File: config.mk
export PLATFORM = sky130hd
export DESIGN_NAME = cfe_update_scheduler
export DESIGN_NICKNAME = d
export VERILOG_FILES = /design/src/rtl/cfe_update_scheduler.sv
export SDC_FILE = /design/constraint.sdc
export NUM_CORES = 1
export LEC_CHECK = 0
export CORE_MARGIN = 5
export CORE_UTILIZATION = 46
export CTS_BUF_LIST = sky130_fd_sc_hd__clkbuf_8
export DETAILED_ROUTE_END_ITERATION = 10
export GPL_TIMING_DRIVEN = 1
export PLACE_DENSITY = 0.84
export SYNTH_ARGS = -nofsm -noshare
export SYNTH_HDL_FRONTEND = slang
export SYNTH_SLANG_ARGS = --single-unit
File: constraint.sdc
create_clock -name clk -period 3.29 [get_ports clk]
set_input_delay 0.8225 -clock clk [delete_from_list [all_inputs] [get_ports clk]]
set_output_delay 0.8225 -clock clk [all_outputs]
set_load 0.005 [all_outputs]
File: src/rtl/cfe_update_scheduler.sv
// Schedules carrier-frequency estimations: times the feedback interval, handshakes the
// estimation request, guards the measurement with a timeout and forwards accepted FO results.
module cfe_update_scheduler #(
    parameter int CFE_NBW_FO  = 13,
    parameter int CFE_NBW_LAT = 32,
    parameter int CFE_TIMEOUT = 1024,
    parameter int CFE_NBW_ERR = 8
) (
    input  logic                   clk,
    input  logic                   rst_async_n,
    input  logic                   i_enable,
    input  logic                   i_force,
    input  logic [CFE_NBW_LAT-1:0] i_wait,
    output logic                   o_cfe_req,
    input  logic                   i_cfe_ack,
    input  logic                   i_cfe_valid,
    input  logic [CFE_NBW_FO-1:0]  i_cfe_fo,
    output logic                   o_fo_valid,
    output logic [CFE_NBW_FO-1:0]  o_fo_value,
    output logic                   o_timeout,
    output logic [CFE_NBW_ERR-1:0] o_err_cnt,
    output logic                   o_busy
);

    localparam int NBW_TO = $clog2(CFE_TIMEOUT + 1);
    localparam logic [CFE_NBW_LAT-1:0] LAT_ONE = CFE_NBW_LAT'(1);
    localparam logic [NBW_TO-1:0]      TO_ONE  = NBW_TO'(1);
    localparam logic [NBW_TO-1:0]      TO_INIT = NBW_TO'(CFE_TIMEOUT);

    typedef enum logic [2:0] {
        ST_IDLE  = 3'd0,
        ST_WAIT  = 3'd1,
        ST_REQ   = 3'd2,
        ST_MEAS  = 3'd3,
        ST_APPLY = 3'd4
    } state_t;

    state_t                 state_r;
    logic [CFE_NBW_LAT-1:0] wait_cnt_r;
    logic [NBW_TO-1:0]      to_cnt_r;
    logic                   cfe_req_r;
    logic                   fo_valid_r;
    logic [CFE_NBW_FO-1:0]  fo_value_r;
    logic                   timeout_r;
    logic [CFE_NBW_ERR-1:0] err_cnt_r;
    logic                   busy_r;
    logic [CFE_NBW_LAT-1:0] wait_load_s;

    // Saturating increment so the error count sticks at all-ones.
    function automatic logic [CFE_NBW_ERR-1:0] sat_inc(input logic [CFE_NBW_ERR-1:0] val);
        if (&val) begin
            sat_inc = val;
        end else begin
            sat_inc = val + CFE_NBW_ERR'(1);
        end
    endfunction

    // Interval reload value; a zero interval would never expire, so it runs as one cycle.
    always_comb begin
        wait_load_s = i_wait;
        if (i_wait == '0) begin
            wait_load_s = LAT_ONE;
        end else begin
            wait_load_s = i_wait;
        end
    end

    // Scheduler FSM with registered outputs; disable has priority over every state.
    always_ff @(posedge clk or negedge rst_async_n) begin
        if (!rst_async_n) begin
            state_r    <= ST_IDLE;
            wait_cnt_r <= '0;
            to_cnt_r   <= '0;
            cfe_req_r  <= 1'b0;
            fo_valid_r <= 1'b0;
            fo_value_r <= '0;
            timeout_r  <= 1'b0;
            err_cnt_r  <= '0;
            busy_r     <= 1'b0;
        end else begin
            fo_valid_r <= 1'b0;
            timeout_r  <= 1'b0;
            if (!i_enable) begin
                state_r   <= ST_IDLE;
                cfe_req_r <= 1'b0;
                busy_r    <= 1'b0;
            end else begin
                case (state_r)
                    ST_IDLE: begin
                        state_r    <= ST_WAIT;
                        wait_cnt_r <= wait_load_s;
                        busy_r     <= 1'b1;
                    end
                    ST_WAIT: begin
                        if ((wait_cnt_r == LAT_ONE) || i_force) begin
                            state_r   <= ST_REQ;
                            cfe_req_r <= 1'b1;
                        end else begin
                            wait_cnt_r <= wait_cnt_r - LAT_ONE;
                        end
                    end
                    ST_REQ: begin
                        if (i_cfe_ack) begin
                            state_r   <= ST_MEAS;
                            cfe_req_r <= 1'b0;
                            to_cnt_r  <= TO_INIT;
                        end else begin
                            cfe_req_r <= 1'b1;
                        end
                    end
                    ST_MEAS: begin
                        // A result arriving in the expiry cycle still counts as success.
                        if (i_cfe_valid) begin
                            state_r    <= ST_APPLY;
                            fo_value_r <= i_cfe_fo;
                            fo_valid_r <= 1'b1;
                        end else if (to_cnt_r == TO_ONE) begin
                            state_r    <= ST_WAIT;
                            wait_cnt_r <= wait_load_s;
                            timeout_r  <= 1'b1;
                            err_cnt_r  <= sat_inc(err_cnt_r);
                        end else begin
                            to_cnt_r <= to_cnt_r - TO_ONE;
                        end
                    end
                    ST_APPLY: begin
                        state_r    <= ST_WAIT;
                        wait_cnt_r <= wait_load_s;
                    end
                    default: begin
                        state_r   <= ST_IDLE;
                        cfe_req_r <= 1'b0;
                        busy_r    <= 1'b0;
                    end
                endcase
            end
        end
    end

    assign o_cfe_req  = cfe_req_r;
    assign o_fo_valid = fo_valid_r;
    assign o_fo_value = fo_value_r;
    assign o_timeout  = timeout_r;
    assign o_err_cnt  = err_cnt_r;
    assign o_busy     = busy_r;

endmodule

Word-level counts from Yosys, hierarchy flattened --
Index checks and enable logic that the tools add are counted.
Word-level totals: register bits after elaboration 71, output and inout port bits 25, input port bits 51
Operators by class: eq/ne operators 16, reductions and logical operators 15, muxes and demuxes 28, add/subtract/negate cells 3, bitwise logic cells 2
Operators with widths (number):
- $mux 32 | 4
- $pmux 32 s3 | 1
- $mux 11 | 3
- $eq 32x1->1 const B | 1
- $logic_not 32->1 | 1
- $sub 32x1->32 const B | 1
- $pmux 11 s2 | 1
- $mux 3 | 5
- $reduce_and 5->1 | 3
- $ne 2x2->1 const B | 7
- $pmux 3 s4 | 1
- $eq 11x1->1 const B | 1
- $mux 1 | 11
- $sub 11x1->11 const B | 1
- $add 8x1->8 const B | 1
- $reduce_and 8->1 | 1
- $eq 3x2->1 const B | 2
- $ne 3x3->1 const B | 2
- $reduce_and 3->1 | 2
- $ne 4x4->1 const B | 1
- $reduce_or 4->1 | 1
- $eq 3x1->1 const B | 1
- $eq 3x3->1 const B | 1
- $logic_not 3->1 | 1
- 9 further kinds | 10

Logic depth before layout (Yosys ltp) --
Gate-level depths: netlist of run 1.
depth in word-level cells 5, mapped depth 10

Least setup slack after synthesis of run 1 --
OpenSTA, ideal clock, no wires.
kind reg2reg, start reg wait_cnt_r[26], end reg wait_cnt_r[15], path buffers 2, stages on the path, launching flop included 9, path slack 0.892 ns, period minus slack after synthesis 2.398 ns, arrival time 2.252 ns, setup time 0.146 ns, cells stage by stage dfrtp_1 -> or4_4 -> or4_4 -> nor4b_4 -> a211o_1 -> buf_6 -> buf_6 -> nor2_1 -> a2bb2oi_1
Between the ends: word-level cells in the longest chain between the ends 4
Ends and longest elaborated chain:
- from (decl) | line 39 | logic [CFE_NBW_LAT-1:0] wait_cnt_r;
- from (signal assigned) | line 91 | wait_cnt_r <= wait_load_s;
- from (signal assigned) | line 99 | wait_cnt_r <= wait_cnt_r - LAT_ONE;
- from (signal assigned) | line 119 | wait_cnt_r <= wait_load_s;
- $eq 32x1->1 | line 95 | if ((wait_cnt_r == LAT_ONE) || i_force) begin
- $logic_or 1x1->1 | line 95
- $ne 2x2->1 (no source line)
- $reduce_and 5->1 (no source line)
No other way between the ends. A chain may end at the register's enable or synchronous reset.

Worst setup path in the final report of run 1 --
start reg state_r[1], end reg err_cnt_r[1] (netlist: o_err_cnt[1])
Between the ends: word-level cells in the longest chain between the ends 2
Ends and longest elaborated chain:
- from (decl) | line 38 | state_t state_r;
- from (signal assigned) | line 71 | state_r <= ST_IDLE;
- from (signal assigned) | line 84 | state_r <= ST_IDLE;
- from (signal assigned) | line 90 | state_r <= ST_WAIT;
- $eq 3x2->1 | line 88 | case (state_r)
- $reduce_and 5->1 (no source line)
- to (signal assigned) | line 121 | err_cnt_r <= sat_inc(err_cnt_r);
- to (decl) | line 45 | logic [CFE_NBW_ERR-1:0] err_cnt_r;
No other way between the ends.

==> impl_results.md, run 1 <==
* Final Skew at 0.009173 ns
* ANT cells at 0
* Num CTS Buffers at 9
* Critical path capture point type: flip-flop
* Sw frac at 40.64%
* Core Rows at 33
* First-pass GRT wire length at 16620 microns
* DRC errors left at 0
* Non-Filler Instances at 613
* Vias at 3700
* Most common flop cell mapped by yosys: dfrtp_1
* Most Used Layer, Global Route: met2
* Hold Crit Class: flip-flop to flip-flop
* DP Cell Count at 597
* CTS tree: built
* Status: finished clean
* RSZ-0062 raised after global routing: no
* Slew HR at 39.32%
* I/O Pins at 76
* Crit share post-route at 80.67%
* Nets at 559
* Met2 Use GR at 32.43%
* Final ANT Viol Nets at 0
* Post-CTS resize count at 0
* Root buffer cell: clkbuf_8
* # port buffers at 75
* Commonest non-fill, non-tap cell in the layout: clkdlybuf4s50_1
* LEAKAGE at 1.975 nW
* Worst-Margin Slew at 0.9068 ns
* Hold-fix buffers at CTS at 0
* Total power at 3.824 mW
* Die H at 102.3 microns
* Netlist Area Pre-Place at 3921 sq um
* Clock slew at reported path FFs at 0.08 ns
* Share of power burned in registers at 40.3%
* Setup Fix Bufs, Post-CTS at 0
* Initial antenna violation count at 0
* Initial Util at 47.48%
* Drt initial violations at 363
* Syn nets at 486
* Die footprint at 10470 sq um
* Worst skew pair latency at 0.35 ns
* Syn_area_per_cell at 9.119 sq um
* Pre-antenna DRT Iters at 5
* CP arrival at 2.89 ns
* Global-route met1 utilization at 25.85%
* CP Max Fanout at 13
* Final-report max-slew violation count at 0
* Syn. warnings at 0
* Post-route setup TNS at 0 ns
* Startpoint types: flip-flop
* Worst Slack Setup Final at 0.6360 ns
* Distinct cell type count after synthesis at 56
* DP Wirelength at 7316 microns
* Clk pwr share at 16.9%
* Number of flops mapped to enable cells by yosys at 0
* Register area share after synthesis at 45.31%
* Register bit total from synthesis at 71
* Share of cells above drive strength 1 at 9.843%
* Vias in the first global route at 3492
* Final Util at 60.06%
* Final setup viols at 0
* Pin count of the biggest net entering global routing at 55
* Power density cells at 770.9 nW/um^2
* Hold Vio Cnt, Final at 0
* Crit path required time at 3.53 ns
* Placer Congestion at 0.9004
* Post-DR wirelength/cell at 16.28 microns
* Kind of critical path: flip-flop to flip-flop
* GRT Overall Usage at 19.90%
* GR Layer Usage met3 at 4.300%
* Ys async rst share at 100.0%
* Max Buffers Root-to-Sink at 2
* Peak VDD IR at 0.0003773 V
* Dpl ws at 0.4115 ns
* Pint at 2.270 mW
* Layout area overhead at 26.48%
* Core area at 8258 sq um
* Drt total wl at 9978 microns
* CTS Sinks at 71
* # H-tree levels at 3
* Final Critical Period at 2.654 ns
* Gate power share at 42.8%
* Commonest non-fill, non-tap cells in the layout: clkdlybuf4s50_1 (74), dfrtp_1 (71), nor2_1 (55)
* Die X at 102.3 microns
* Mapped Cells at 430
* Highest clock rate at 0.3768 GHz
* GRT overflow at 0
* Max cap viols at 0
* Via density at 6.036
* Psw at 1.554 mW
==> synth_stat cells, types with 2 or more instances <==
cell	n	area share (%)
o21a_1	4	0.77
or4_4	2	0.57
or3_1	5	0.80
nor3_1	19	2.4
nor4_1	16	2.6
o41ai_1	2	0.45
nand2b_1	5	0.80
nand3b_1	2	0.38
or4_1	3	0.57
o221ai_1	2	0.45
and2_1	3	0.48
o31ai_1	2	0.38
buf_6	4	1.1
a2bb2oi_1	5	1.1
nor2b_1	2	0.32
dfrtp_1	71	45
clkbuf_1	15	1.4
o21ai_0	51	6.5
a21oi_1	33	4.2
o22a_1	2	0.45
nand2_1	18	1.7
nand3_1	6	0.77
a21o_1	2	0.38
a22oi_1	11	2.1
mux2_2	14	4.0
a31oi_1	4	0.64
o21ai_1	8	1.0
nor3b_1	4	0.77
ha_1	5	1.6
nand4b_1	2	0.45
o22ai_1	4	0.64
xnor2_1	6	1.3
and3_1	6	0.96
a21oi_2	2	0.45
nor2_1	55	5.3
inv_1	9	0.86
nand4_1	7	1.1
==> per-layer routing <==
layer / vias up / wire length [microns]
li1: 1748 / -
met1: 1781 / 4098
met2: 152 / 4967
met3: 19 / 702
met4: 0 / 210
met5: - / 0
==> state kept, by name, indices dropped and copies added, names as in the netlist <==
signal and cells:
o_busy 1, o_cfe_req 1, o_err_cnt 8, o_fo_valid 1
o_fo_value 13, o_timeout 1, state_r 3, to_cnt_r 11
wait_cnt_r 32
==> worst max-delay path, stage by stage (launching register included) <==
cell	delay, ns
dfrtp_1	0.56
nand3b_1	0.51
nor3b_1	0.41
nand2_1	0.12
a31oi_1	0.53
mux2_2	0.40
==> logic make-up (layout without fill, tap and decap cells) <==
| logic type | Yosys count | count (layout) | share of synthesized area [%] |
|---|---|---|---|
| AO/OA/AOI/OAI | 143 | 143 | 22.24 |
| XOR/XNOR | 7 | 7 | 1.564 |
| adder cells (fa/ha/maj) | 6 | 6 | 1.851 |
| buffers and inverters | 30 | 108 | 3.765 |
| flip-flops | 71 | 71 | 45.31 |
| multiplexers | 14 | 14 | 4.020 |
| AND/OR/NAND/NOR | 159 | 159 | 21.25 |
==> worst paths after layout <==
| path | start | end | slack [ns] | cells past startpoint |
|---|---|---|---|---|
| min in group asynchronous | rst_async_n | o_fo_value[3] | 0.50 | 1 |
| hold reg to reg | to_cnt_r[6] | to_cnt_r[6] | 0.49 | 1 |
| setup / recovery | state_r[1] | o_err_cnt[1] | 0.64 | 5 |
| max in group asynchronous | rst_async_n | state_r[2] | 2.10 | 2 |
| hold / removal | to_cnt_r[6] | to_cnt_r[6] | 0.49 | 1 |
| setup reg to reg | state_r[1] | o_err_cnt[1] | 0.64 | 5 |
==> layout make-up <==
class	count	area, sq um
sequential	71	1777
clock inverter	7	55.05
multi-input combinational	329	2008
tap	105	131.4
inverter	9	33.78
fill	718	3298
timing repair buffer	83	830.8
clock buffer	9	123.9
==> power groups by stage <==
stage | sequential [mW] | clock (mW) | combinational (mW)
detailed placement | 1.54 | 0 | 1.62
global route | 1.60 | 0.703 | 1.81
CTS | 1.53 | 0.662 | 1.63
global placement | 1.52 | 0 | 1.56
finish | 1.54 | 0.648 | 1.63
floorplan | 1.47 | 0 | 1.11
==> metrics by stage <==
step	hold WS, ns	instance area, sq um
3_5_place_dp	0.4880	4781
2_1_floorplan	0.4439	3921
3_3_place_gp	0.4622	4781
4_1_cts	0.5021	4960
6_report	0.4920	4960
5_1_grt	0.5225	4960
Power figures use the tool's default switching activity.
==> run 2: changes to the inputs <==
==> constraint.sdc (replaced) <==
create_clock -name clk -period 2.7 [get_ports clk]
set_input_delay 0.675 -clock clk [delete_from_list [all_inputs] [get_ports clk]]
set_output_delay 0.675 -clock clk [all_outputs]
set_load 0.005 [all_outputs]
==> run 2 against run 1 <==
Effect of this change:
- critical path depth increased by 3
- sequential power increased by 23%
- non-clock buffer count is 9 higher
- utilization is 1.2 points higher
- maximum frequency grew 2.3%
- setup slack lost 0.53 ns
- critical path type unchanged
- largest power group unchanged
- highest routed layer unchanged
==> impl_results.md, run 2 (synthesized netlist as in run 1, its figures left out) <==
* Status: finished clean
* R2R Setup Slk at 0.11 ns (-0.53 ns)
* Vias in the first global route at 3685 (+5.5%)
* Top reg by flops: wait_cnt_r
* Post-DR wirelength/cell at 17.06 microns (+4.8%)
* I/O Pins at 76 (unchanged)
* Crit path required time at 2.97 ns (-0.56 ns)
* Commonest non-fill, non-tap cell in the layout: clkdlybuf4s50_1
* Critical path capture point type: flip-flop
* Post-CTS resize count at 0 (unchanged)
* Kind of critical path: flip-flop to flip-flop
* Drt total wl at 10610 microns (+6.4%)
* # port buffers at 75 (unchanged)
* CP arrival at 2.87 ns (-0.02 ns)
* Non-Filler Instances at 622 (+1.5%)
* ANT cells at 0 (unchanged)
* Total power at 4.774 mW (+25%)
* Num CTS Buffers at 9 (unchanged)
* Max reg flops at 32 (unchanged)
* First-pass GRT wire length at 17250 microns (+3.8%)
* Final Critical Period at 2.594 ns (-0.06048 ns)
* DRC errors left at 0 (unchanged)
* Core area at 8258 sq um (unchanged)
* Placer Congestion at 0.9308 (+3.4%)
* Worst Slack Setup Final at 0.1065 ns (-0.5295 ns)
* Startpoint types: flip-flop
* Worst reg2reg endpoint: wait_cnt_r[28]
* CTS Sinks at 71 (unchanged)
* Core Rows at 33 (unchanged)
* Met2 Use GR at 32.68% (+0.25 points)
* Pre-antenna DRT Iters at 6 (+1)
* Highest clock rate at 0.3856 GHz (+2.3%)
* CP Max Fanout at 27 (+14)
* Die X at 102.3 microns (unchanged)
* Final ANT Viol Nets at 0 (unchanged)
* Setup Fix Bufs, Post-CTS at 0 (unchanged)
* Commonest non-fill, non-tap cells in the layout: clkdlybuf4s50_1 (74), dfrtp_1 (71), nor2_1 (55)
* Die H at 102.3 microns (unchanged)
* Slew HR at 46.23% (+6.9 points)
* CTS tree: built
* Pin count of the biggest net entering global routing at 72 (+31%)
* Initial antenna violation count at 0 (unchanged)
* Worst r2r path cells at 8 (+3)
* Clock slew at reported path FFs at 0.09 ns (about the same)
* Initial Util at 47.48% (unchanged)
* Nets at 568 (+1.6%)
* DP Cell Count at 604 (+1.2%)
* Worst skew pair latency at 0.35 ns (about the same)
* Power density cells at 943.8 nW/um^2 (+22%)
* Final Skew at 0.01206 ns (+0.002887 ns)
* Dpl ws at 0.08079 ns (-0.3307 ns)
* GRT overflow at 0 (unchanged)
* Post-route setup TNS at 0 ns (unchanged)
* Worst reg2reg startpoint: wait_cnt_r[26]
* DP Wirelength at 7413 microns (+1.3%)
* Hold-fix buffers at CTS at 0 (unchanged)
* Die footprint at 10470 sq um (unchanged)
* Peak VDD IR at 0.0005121 V (+36%)
* GR Layer Usage met3 at 5.461% (+1.2 points)
* GRT Overall Usage at 20.65% (+0.75 points)
* Vias at 3817 (+3.2%)
* Fin Hold WS at 0.3360 ns (-0.1559 ns)
* Most Used Layer, Global Route: met2
* Max cap viols at 0 (unchanged)
* Hold Crit Class: primary input to async pin
* Via density at 6.137 (+1.7%)
* Crit share post-route at 96.06% (+15 points)
* Hold Vio Cnt, Final at 0 (unchanged)
* Share of cells above drive strength 1 at 11.41% (+1.6 points)
* Drt initial violations at 469 (+29%)
* # H-tree levels at 3 (unchanged)
* Final setup viols at 0 (unchanged)
* Worst-Margin Slew at 0.8048 ns (-0.1019 ns)
* Root buffer cell: clkbuf_8
* Layout area overhead at 29.00%
* Global-route met1 utilization at 27.20% (+1.4 points)
* Final-report max-slew violation count at 0 (unchanged)
* Worst Setup EP: wait_cnt_r[28]
* Worst Setup SP: wait_cnt_r[26]
* LEAKAGE at 2.034 nW (+3.0%)
* Max Buffers Root-to-Sink at 2 (unchanged)
* RSZ-0062 raised after global routing: no
## run 2: cell types whose count changed in the layout (fill, tap and decap cells not counted)
cell / change
buf_12: +1
clkinv_4: +2
buf_4: +7
inv_6: -1
clkbuf_16: +1
clkinvlp_4: -1
## run 2: report_power, final
| part | internal, mW | total, mW | switching (mW) |
|---|---|---|---|
| Sequential | 1.48 | 1.89 | 0.416 |
| Combinational | 0.995 | 2.09 | 1.10 |
| Clock | 0.343 | 0.786 | 0.443 |
## run 2: critical path, stage by stage (launching register included)
cell	delay, ns
dfrtp_1	0.44
or4_4	0.58
or4_4	0.48
nor4b_4	0.28
a211o_1	0.23
buf_4	0.14
clkbuf_16	0.19
o21ai_0	0.10
o21ai_0	0.08
## run 2: how the worst min path moves through the flow
stage          slack [ns]            end
3_3_place_gp         0.47    to_cnt_r[6]
3_5_place_dp         0.48    to_cnt_r[6]
4_1_cts              0.35     o_fo_valid
6_report             0.34     o_fo_valid
2_1_floorplan        0.38         o_busy
5_1_grt              0.36  o_fo_value[3]
## run 2: cell type report
| type | count | area, sq um |
|---|---|---|
| inverter | 9 | 33.78 |
| fill | 685 | 3199 |
| clock inverter | 7 | 56.30 |
| sequential | 71 | 1777 |
| multi-input combinational | 329 | 2008 |
| tap | 105 | 131.4 |
| timing repair buffer | 92 | 928.4 |
| clock buffer | 9 | 123.9 |
## run 2: metal layers
| metal | up-vias | routed length, microns | share of wire (%) |
|---|---|---|---|
| li1 | 1767 | - | - |
| met2 | 188 | 5079 | 48 |
| met3 | 32 | 867 | 8.2 |
| met1 | 1830 | 4412 | 42 |
| met5 | - | 0 | 0 |
| met4 | 0 | 253 | 2.4 |
## run 2: per-stage QoR
| step | instance area (sq um) | utilization [%] |
|---|---|---|
| after global placement | 4846 | 58.68 |
| after detailed placement | 4846 | 58.68 |
| final | 5059 | 61.26 |
| after floorplan | 3921 | - |
| after global routing | 5059 | 61.26 |
| after CTS | 5026 | 60.86 |
==> RTL change (settings of run 1) <==
Change the parameter `CFE_TIMEOUT` from 1024 to 256.
--- a/src/rtl/cfe_update_scheduler.sv
+++ b/src/rtl/cfe_update_scheduler.sv
@@ -3,7 +3,7 @@
 module cfe_update_scheduler #(
     parameter int CFE_NBW_FO  = 13,
     parameter int CFE_NBW_LAT = 32,
-    parameter int CFE_TIMEOUT = 1024,
+    parameter int CFE_TIMEOUT = 256,
     parameter int CFE_NBW_ERR = 8
 ) (
     input  logic                   clk,
Formal check against the unedited RTL: no difference found for any inputs over 10 cycles, from zero or initial values and one cycle with rst_async_n low; that may be too few to reach the edited logic, so the function may still have changed.
==> RTL change against run 1 <==
Sequential cell count is 2 lower; routed wire length is 11% higher; synthesized area is 1.7% higher; total power is 7.0% lower; setup slack better by 0.0011 ns; final area is 1.7% higher; first-iteration DRC count is 46% lower; critical endpoint is now wait_cnt_r[27].
==> RTL change: results (changes against run 1) <==
status completed; HPWL after DPL 7826 um (+7.0%); slowest stage delay, CP 0.69 ns (+0.13 ns); FF-to-FF setup slack 0.64 ns (about the same); Post-CTS Hold Buffers 0 (unchanged); Leak 2.030 nW (+2.8%); Seq/Total Area, Yosys 43.31% (-2.0 points); Placed Area 0.004852 mm^2 (+1.5%); DRT Pass-1 Iters 5 (unchanged); Clock Path Buffers 2 (unchanged); Cell Count Post-Placement 586 (-1.8%); final cell count without fillers 601 (-2.0%); met2 Use GR 33.65% (+1.2 points); CTS clk-pin slew, worst paths 0.08 ns (about the same); Post-CTS Setup Bufs 0 (unchanged); Yosys warning total 0 (unchanged); Vias/cell 6.366 (+5.5%); first-pass GRT wire length 17770 um (+6.9%); post-place setup slack 0.4478 ns (+0.03630 ns); Post-Synth XOR/XNOR Area 2.417% (+0.85 points); share of cells above drive strength 1 10.75% (+0.91 points); drt drc 0 (unchanged); Max stage delay cell, worst path or4_1; Cells after Synth 417 (-3.0%); number of global-route vias before repair 3725 (+6.7%); Synth async-reset ratio 100.0% (unchanged); grt met3 use 6.631% (+2.3 points); nets 545 (-2.5%); final setup skew 0.009638 ns (+0.0004652 ns); Clock Latency Late Sink 0.35 ns (about the same); Hold Slack 0.5010 ns (+0.008996 ns); CP Max Fanout 14 (+1); Placer Congestion 0.9331 (+3.6%); Least-Margin Pin Slew 0.9355 ns (+0.02870 ns); Achievable Freq 377.0 MHz (about the same); count of cell types in the netlist 64 (+14%); initial antenna violation count 0 (unchanged); largest net degree at the start of global routing 40 (-27%); Biggest register wait_cnt_r; GRT Total Usage 21.16% (+1.3 points); Hold/Removal Path Class flop to flop; maximum vdd ir drop 0.4205 mV (+11%); Synth area leaders dfrtp_1, mux2_2, nor3_1; met1 usage 26.74% (+0.89 points); I/O Buffers 75 (unchanged); number of H-tree levels 3 (unchanged); Largest register FFs 32 (unchanged); critical path arrival 2.88 ns (about the same); syn nets 473 (-2.7%); multiplexer share of the synthesized area 4.488% (+0.47 points); post-synthesis compound-gate area fraction 22.03% (-0.21 points); iteration-0 DRC count of the detailed router 197 (-46%); synth cell count leaders dfrtp_1, nor3_1, o21ai_0; top_reg_cell synth dfrtp_1; Post-Synth Adder-Cell Area 1.820% (-0.030 points); final WL 11040 um (+11%)
RTL change: cell count changes after synthesis, moves of 8 or more:
cell / delta
a21oi_1: -12
a31oi_1: +8
nor2_1: -32
nor3_1: +12
o21ai_0: -26
o31ai_1: +11
RTL change: where the power goes:
part           switching (mW)  leakage, nW  internal (mW)
Combinational           0.713         1.07          0.678
Sequential              0.322        0.867           1.17
Clock                   0.329       0.0927          0.345
Total                    1.36         2.03           2.19
RTL change: cell families (layout without fill, tap and decap cells):
logic type	after synthesis	count (layout)
DFF	69	69
buffers and inverters	37	113
adders and majority gates	6	6
AOI/OAI and AO/OA	129	129
xor gates and xnor gates	11	11
and+or+nand+nor	149	149
muxes	16	16
RTL change: critical path, delay by kind of cell, from the launching register on:
family                 cells  cell delay [ns]
AND/OR/NAND/NOR            4             1.67
flip-flops                 1             0.42
buffers and inverters      1             0.25
AO/OA/AOI/OAI              1             0.19
RTL change: area by class of cell:
class	instances	area (um^2)
Clock buffer	9	123.9
Clock inverter	6	66.31
Fill cell	748	3551
Inverter	12	45.04
Multi-Input combinational cell	311	2105
Sequential cell	69	1727
Tap cell	108	135.1
Timing Repair Buffer	86	840.8
RTL change: path summary, 6_finish.rpt:
kind / from / end / cells after the start
min in group asynchronous: rst_async_n / wait_cnt_r[3] / 1
min reg2reg: o_err_cnt[5] / o_err_cnt[5] / 1
max: wait_cnt_r[16] / wait_cnt_r[27] / 6
min: o_err_cnt[5] / o_err_cnt[5] / 1
max in group asynchronous: rst_async_n / wait_cnt_r[29] / 2
max reg2reg: wait_cnt_r[16] / wait_cnt_r[27] / 6
RTL change: metal layers:
metal / wire (um) / vias to the layer above
li1: - / 1759
met1: 4382 / 1836
met2: 5280 / 194
met3: 1006 / 37
met4: 366 / 0
met5: 0 / -
